[config.mk]
export PLATFORM = sky130hd
export DESIGN_NAME = fir_feeder
export DESIGN_NICKNAME = d
export VERILOG_FILES = /design/src/rtl/fir_pkg.sv /design/src/rtl/fir_result_fifo.sv /design/src/rtl/fir_feeder.sv
export SDC_FILE = /design/constraint.sdc
export NUM_CORES = 1
export LEC_CHECK = 0
export BUFFER_PORTS_ARGS = -buffer_cell sky130_fd_sc_hd__buf_4
export CORE_MARGIN = 1.5
export CORE_UTILIZATION = 38
export DETAILED_ROUTE_END_ITERATION = 10
export SETUP_SLACK_MARGIN = 0.05
export SYNTH_ARGS = -nofsm -noshare
export SYNTH_HDL_FRONTEND = slang
export SYNTH_SLANG_ARGS = --single-unit
export TNS_END_PERCENT = 100
[constraint.sdc]
create_clock -name clk2 -period 2.9 [get_ports clk2]
set_input_delay 0.435 -clock clk2 [delete_from_list [all_inputs] [get_ports clk2]]
set_output_delay 0.435 -clock clk2 [all_outputs]
set_load 0.005 [all_outputs]
[src/rtl/fir_pkg.sv]
// Shared constants and state encoding for the FIR host-side feeder.
// Frame pacing and coefficient count match the W4823 FIR block.
// Widths: FP16 samples/results, 17-bit coefficients, 6-bit coefficient address.
package fir_pkg;
  localparam int FRAME_CYCLES = 258;  // 1+63+6+64+1+123 fast cycles per FIR frame
  localparam int NCOEF        = 64;
  localparam int FP16_W       = 16;
  localparam int COEF_W       = 17;
  localparam int SLOT_W       = $clog2(FRAME_CYCLES);
  localparam int CADDR_W      = $clog2(NCOEF);

  typedef enum logic {
    ST_IDLE  = 1'b0,
    ST_CLOAD = 1'b1
  } state_t;
endpackage

[src/rtl/fir_result_fifo.sv]
// Synchronous FIFO holding FIR results until downstream consumes them.
// Latency: empty deasserts the cycle after the first push; head is the oldest entry.
// Backpressure: a push while full is taken only together with a pop; otherwise ignored.
// Ports: clk/rst_n (sync, active-low); push+push_data write; pop reads; full/empty/head status.
module fir_result_fifo #(
  parameter int WIDTH = 16,
  parameter int DEPTH = 4
) (
  input  logic             clk,
  input  logic             rst_n,
  input  logic             push,
  input  logic [WIDTH-1:0] push_data,
  input  logic             pop,
  output logic             full,
  output logic             empty,
  output logic [WIDTH-1:0] head
);
  localparam int PTR_W = (DEPTH > 1) ? $clog2(DEPTH) : 1;

  logic [WIDTH-1:0] mem [DEPTH];
  logic [PTR_W-1:0] wr_ptr;
  logic [PTR_W-1:0] rd_ptr;
  logic [PTR_W:0]   count;
  logic             wr_en;
  logic             rd_en;

  assign empty = (count == '0);
  assign full  = (count == (PTR_W+1)'(DEPTH));
  assign rd_en = pop & ~empty;
  // A pop frees the head slot in the same cycle, so a full FIFO can still take a push.
  assign wr_en = push & (~full | rd_en);
  assign head  = mem[rd_ptr];

  always_ff @(posedge clk) begin
    if (!rst_n) begin
      wr_ptr <= '0;
      rd_ptr <= '0;
      count  <= '0;
      for (int i = 0; i < DEPTH; i++) mem[i] <= '0;
    end else begin
      if (wr_en) begin
        mem[wr_ptr] <= push_data;
        wr_ptr      <= wr_ptr + PTR_W'(1);
      end
      if (rd_en) rd_ptr <= rd_ptr + PTR_W'(1);
      case ({wr_en, rd_en})
        2'b10:   count <= count + (PTR_W+1)'(1);
        2'b01:   count <= count - (PTR_W+1)'(1);
        default: count <= count;
      endcase
    end
  end
endmodule

[src/rtl/fir_feeder.sv]
// Host-side driver for the W4823 FIR: coefficient loader, paced sample issuer, result FIFO.
// Latency: samples and coefficients reach the FIR one cycle after accept; results show on m_* one cycle after capture.
// Backpressure: s_ready paces one sample per FIR frame; cfg_cready only in CLOAD; results dropped (ovf_err) when FIFO full and not popped.
// Ports: clk2/rst_n (sync, active-low); cfg_* coefficient load; s_* sample stream in;
//        fir_* to/from the FIR block; m_* result stream out; ovf_err sticky drop flag.
module fir_feeder
  import fir_pkg::*;
#(
  parameter int OUT_DEPTH = 4
) (
  input  logic               clk2,
  input  logic               rst_n,
  input  logic               cfg_start,
  input  logic [COEF_W-1:0]  cfg_cdata,
  input  logic               cfg_cvalid,
  output logic               cfg_cready,
  output logic               cfg_busy,
  input  logic [FP16_W-1:0]  s_data,
  input  logic               s_valid,
  output logic               s_ready,
  output logic [FP16_W-1:0]  fir_din,
  output logic               fir_valid_in,
  output logic [COEF_W-1:0]  fir_cin,
  output logic [CADDR_W-1:0] fir_caddr,
  output logic               fir_cload,
  input  logic [FP16_W-1:0]  fir_dout,
  input  logic               fir_valid,
  output logic [FP16_W-1:0]  m_data,
  output logic               m_valid,
  input  logic               m_ready,
  output logic               ovf_err
);
  state_t             state;
  state_t             state_nxt;
  logic [SLOT_W-1:0]  slot_cnt;
  logic [CADDR_W-1:0] coef_idx;
  logic               s_acc;
  logic               c_acc;
  logic               last_coef;
  logic               slot_free;
  logic               res_pop;
  logic               res_full;
  logic               res_empty;
  logic               res_drop;

  assign slot_free = (slot_cnt == '0);
  assign s_acc     = s_ready & s_valid;
  assign c_acc     = cfg_cready & cfg_cvalid;
  assign last_coef = (coef_idx == CADDR_W'(NCOEF - 1));

  // State register
  always_ff @(posedge clk2) begin
    if (!rst_n) state <= ST_IDLE;
    else        state <= state_nxt;
  end

  // Next state: a load may only start between frames; cfg_start is a level, so it just waits.
  always_comb begin
    state_nxt = state;
    case (state)
      ST_IDLE:  if (cfg_start && slot_free) state_nxt = ST_CLOAD;
      ST_CLOAD: if (c_acc && last_coef)     state_nxt = ST_IDLE;
      default:  state_nxt = ST_IDLE;
    endcase
  end

  // Outputs: cfg_start wins over a pending sample, and nothing is accepted while in reset.
  always_comb begin
    cfg_busy   = (state == ST_CLOAD);
    cfg_cready = (state == ST_CLOAD);
    s_ready    = rst_n && (state == ST_IDLE) && slot_free && !cfg_start;
  end

  // Datapath toward the FIR and frame pacing
  always_ff @(posedge clk2) begin
    if (!rst_n) begin
      slot_cnt     <= '0;
      coef_idx     <= '0;
      fir_din      <= '0;
      fir_valid_in <= 1'b0;
      fir_cin      <= '0;
      fir_caddr    <= '0;
      fir_cload    <= 1'b0;
      ovf_err      <= 1'b0;
    end else begin
      fir_valid_in <= s_acc;
      fir_cload    <= c_acc;

      if (s_acc) begin
        fir_din  <= s_data;
        slot_cnt <= SLOT_W'(FRAME_CYCLES - 1);
      end else if (!slot_free) begin
        slot_cnt <= slot_cnt - SLOT_W'(1);
      end

      // Every load starts at address 0; after word NCOEF-1 the index wraps naturally.
      if (state == ST_IDLE) begin
        coef_idx <= '0;
      end else if (c_acc) begin
        fir_cin   <= cfg_cdata;
        fir_caddr <= coef_idx;
        coef_idx  <= coef_idx + CADDR_W'(1);
      end

      if (res_drop) ovf_err <= 1'b1;
    end
  end

  // Result capture
  assign m_valid  = ~res_empty;
  assign res_pop  = m_valid & m_ready;
  assign res_drop = fir_valid & res_full & ~res_pop;

  fir_result_fifo #(
    .WIDTH(FP16_W),
    .DEPTH(OUT_DEPTH)
  ) u_result_fifo (
    .clk       (clk2),
    .rst_n     (rst_n),
    .push      (fir_valid),
    .push_data (fir_dout),
    .pop       (res_pop),
    .full      (res_full),
    .empty     (res_empty),
    .head      (m_data)
  );
endmodule

==> results.py <==
metrics = {
    "run_status": {
        "status": "complete, no violations",
    },
    "timing": {
        "setup_tns_ns": 0,
        "skew_ns": 0.00445,
        "layout_min_cycle_time_ns": 2.70,
        "worst_slack_ns": 0.200,
        "hold_ws_ns": 0.225,
        "rsz0062_at_grt": "false",
        "worst_pin_slew_ns": 0.884,
        "period_share_pct": 93.1,
        "finalSetupViolations": 0,
        "hold_violations": 0,
        "max_clock_freq_ghz": 0.370,
        "maxSlewViolCount": 0,
        "relSlewSlack_pct": 41.0,
    },
    "global_route": {
        "grt_overflow": 0,
        "grt_pass1_vias": 3795,
        "gr-usage-all-layers_pct": 17.0,
        "antenna_found_initial": 0,
        "grt_pass1_wl_um": 19200,
        "grt_max_degree": 49,
    },
    "setup_path": {
        "path_cells": "or4_1 > or3_4 > nor4_1 > buf_4",
        "crit_fanout": 8,
        "worstReg2RegStart": "u_result_fifo.count[0]",
        "crit_start": "slot_cnt[4]",
        "crit_required_ns": 2.47,
        "critPathKind": "reg2out",
        "critPathLaunchType": "register",
        "rrSetupSlack_ns": 0.55,
        "reg2reg_depth": 8,
        "critical-path-max-stage-delay_ns": 0.69,
        "end_kind": "output port",
        "slowest_stage": "or4_1",
        "r2r_end": "u_result_fifo.count[2]",
        "worstPathArrival_ns": 2.26,
        "setup.worst_path.end": "s_ready",
    },
    "routing": {
        "drtPass1Iterations": 4,
        "drc": 0,
        "wl_per_cell_um": 15.1,
        "wl_um": 11900,
        "num_vias": 3867,
        "avgViaCountPerCell": 4.94,
        "initialDrtViolationCount": 239,
        "drtAntennaViolNets": 0,
    },
    "logic_synthesis": {
        "syn_area_per_cell_um2": 11.3,
        "synth_xor_area_share_pct": 1.97,
        "post_synth_fa_ha_maj_area_fraction_pct": 1.08,
        "ys.flop_type": "dfxtp_1",
        "yosys.area_share.simple_pct": 19.5,
        "ys_warn_count": 0,
        "synth_top_area_share_pct": 35.9,
        "async_flop_share_pct": 0,
        "synth_edf_count": 64,
        "ys_seq_elements": 131,
        "yosysUniqueCellTypes": 41,
        "synth.area.top_cells": "edfxtp_1, dfxtp_1, mux4_2",
        "syn-instance-count": 473,
        "syn_area_um2": 5350,
        "synth_compound_area_share_pct": 6.15,
        "syn_nets": 533,
        "synthMuxAreaShare_pct": 7.11,
        "yosysSeqAreaShare_pct": 61.0,
        "synth_top_family_by_area": "simple AND/OR/NAND/NOR gates",
        "yosysTopAreaCell": "edfxtp_1",
    },
    "clock_network": {
        "cts_root_buffer": "clkbuf_16",
        "htreeDepth": 4,
        "cts_tree": "done",
        "clkSinkCount": 131,
        "cts.clk_slew.worst_paths_ns": 0.05,
        "cts_made_buffers": 17,
        "cts_buffer_depth": 2,
        "clkLatencyLatePin_ns": 0.40,
        "post-cts-setup-buffer-count": 0,
    },
    "job": {
        "max_cap_viol_count": 0,
    },
    "die": {
        "die_y_um": 122,
        "core_um2": 13800,
        "start_util_pct": 38.7,
        "dieArea_um2": 14800,
        "die_w_um": 122,
        "rows": 43,
        "pin_count": 118,
    },
    "finish": {
        "layout.nets": 652,
        "final_util_pct": 50.5,
        "area_growth_pct": 30.6,
        "n_antenna_cell": 0,
        "final_cell_mix": "buf_4, nand2_1, dfxtp_1",
        "drive_gt1_share_pct": 29.9,
        "final_common_cell": "buf_4",
    },
    "place": {
        "gp_congestion": 0.784,
        "io_buffers": 117,
        "dp_hpwl_um": 7690,
        "dp_slack_ns": 0.407,
    },
    "power_and_ir_drop": {
        "leakage_nw": 2.88,
        "power_density_nw_per_um2": 808,
        "irDropWorstVdd_v": 0.000401,
    },
    "hold_path": {
        "hold_path_class": "in2reg",
    },
}
==> report_power, final <==
group / leakage, nW / internal [W] / switching [W]
Clock: 0.270 / 0.00125 / 0.000722
Sequential: 1.21 / 0.00218 / 0.000158
Combinational: 1.40 / 0.000676 / 0.000658
==> Yosys cell counts, drive strengths merged (2+ instances only) <==
master and count:
nor2 26, nor4 3, clkbuf 25, or4 3, and3 35, edfxtp 64, ha 3, xor2 8
mux2i 2, nand2 87, or3 4, o31ai 2, and2 33, nor3 4, a21oi 32, mux4 16
nand3 2, o21ai 23, inv 8, dfxtp 67, xnor2 4, nand4 3, buf 6
==> cells by family after synthesis <==
group | count (synthesis)
XOR/XNOR | 12
buffers and inverters | 39
AO/OA/AOI/OAI | 62
multiplexers | 18
flip-flops | 131
adder cells (fa/ha/maj) | 4
AND/OR/NAND/NOR | 207
==> timing repair <==
action / CTS / global route
endpoints found under the setup margin: 0 / 1
resized for setup: 0 / 1
hold buffers: 0 / 0
==> stage by stage <==
step                      total power, W  cell area (µm²)  cells
after global placement           0.00368             6430    753
after floorplan                  0.00320             5350    473
after CTS                        0.00570             6980    783
after detailed placement         0.00372             6430    753
final                            0.00564             6980    783
after global routing             0.00596             6980    783
==> area by class of cell <==
| type | instances | area [µm²] |
|---|---|---|
| fillers | 1272 | 6840 |
| flip-flops and latches | 131 | 3260 |
| multi-input cells | 303 | 1930 |
| repair buffers | 131 | 983 |
| clock buffers | 27 | 534 |
| well taps | 180 | 225 |
| inverters | 8 | 30.0 |
| clock inverters | 3 | 17.5 |
==> per-layer routing <==
| metal | share of wire (%) | up-vias | GRT usage [%] | wire length [µm] |
|---|---|---|---|---|
| met3 | 5.1 | 16 | 4.92 | 610 |
| met4 | 1.4 | 0 | 6.25 | 169 |
| met5 | 0 | - | 0 | 0 |
| li1 | - | 1899 | - | - |
| met2 | 49 | 98 | 28.0 | 5780 |
| met1 | 45 | 1854 | 21.2 | 5300 |
==> sequential cells by signal, summed over array words and instances, names as in the netlist, named ones only <==
name,count
coef_idx,6
fir_din,16
u_result_fifo.wr_ptr,2
fir_valid_in,1
u_result_fifo.rd_ptr,2
ovf_err,1
cfg_busy,1
fir_cload,1
u_result_fifo.count,3
slot_cnt,9
u_result_fifo.mem,64
fir_caddr,6
fir_cin,17
==> worst max-delay path, delay by kind of cell (launching register included) <==
kind	cells	cell delay [ns]
and+or+nand+nor	3	1.35
DFF	1	0.35
buffers and inverters	1	0.16
==> worst min-delay path by stage <==
stage,depth (start not counted),from,slack (ns),end
CTS,3,s_data[15],0.20,fir_din[15]
floorplan,2,fir_din[9],0.44,fir_din[9]
global route,3,s_data[15],0.22,fir_din[15]
detailed placement,2,fir_din[9],0.45,fir_din[9]
global placement,2,fir_cin[9],0.44,fir_cin[9]
finish,3,s_data[15],0.23,fir_din[15]
(Power assumes the default switching activity.)
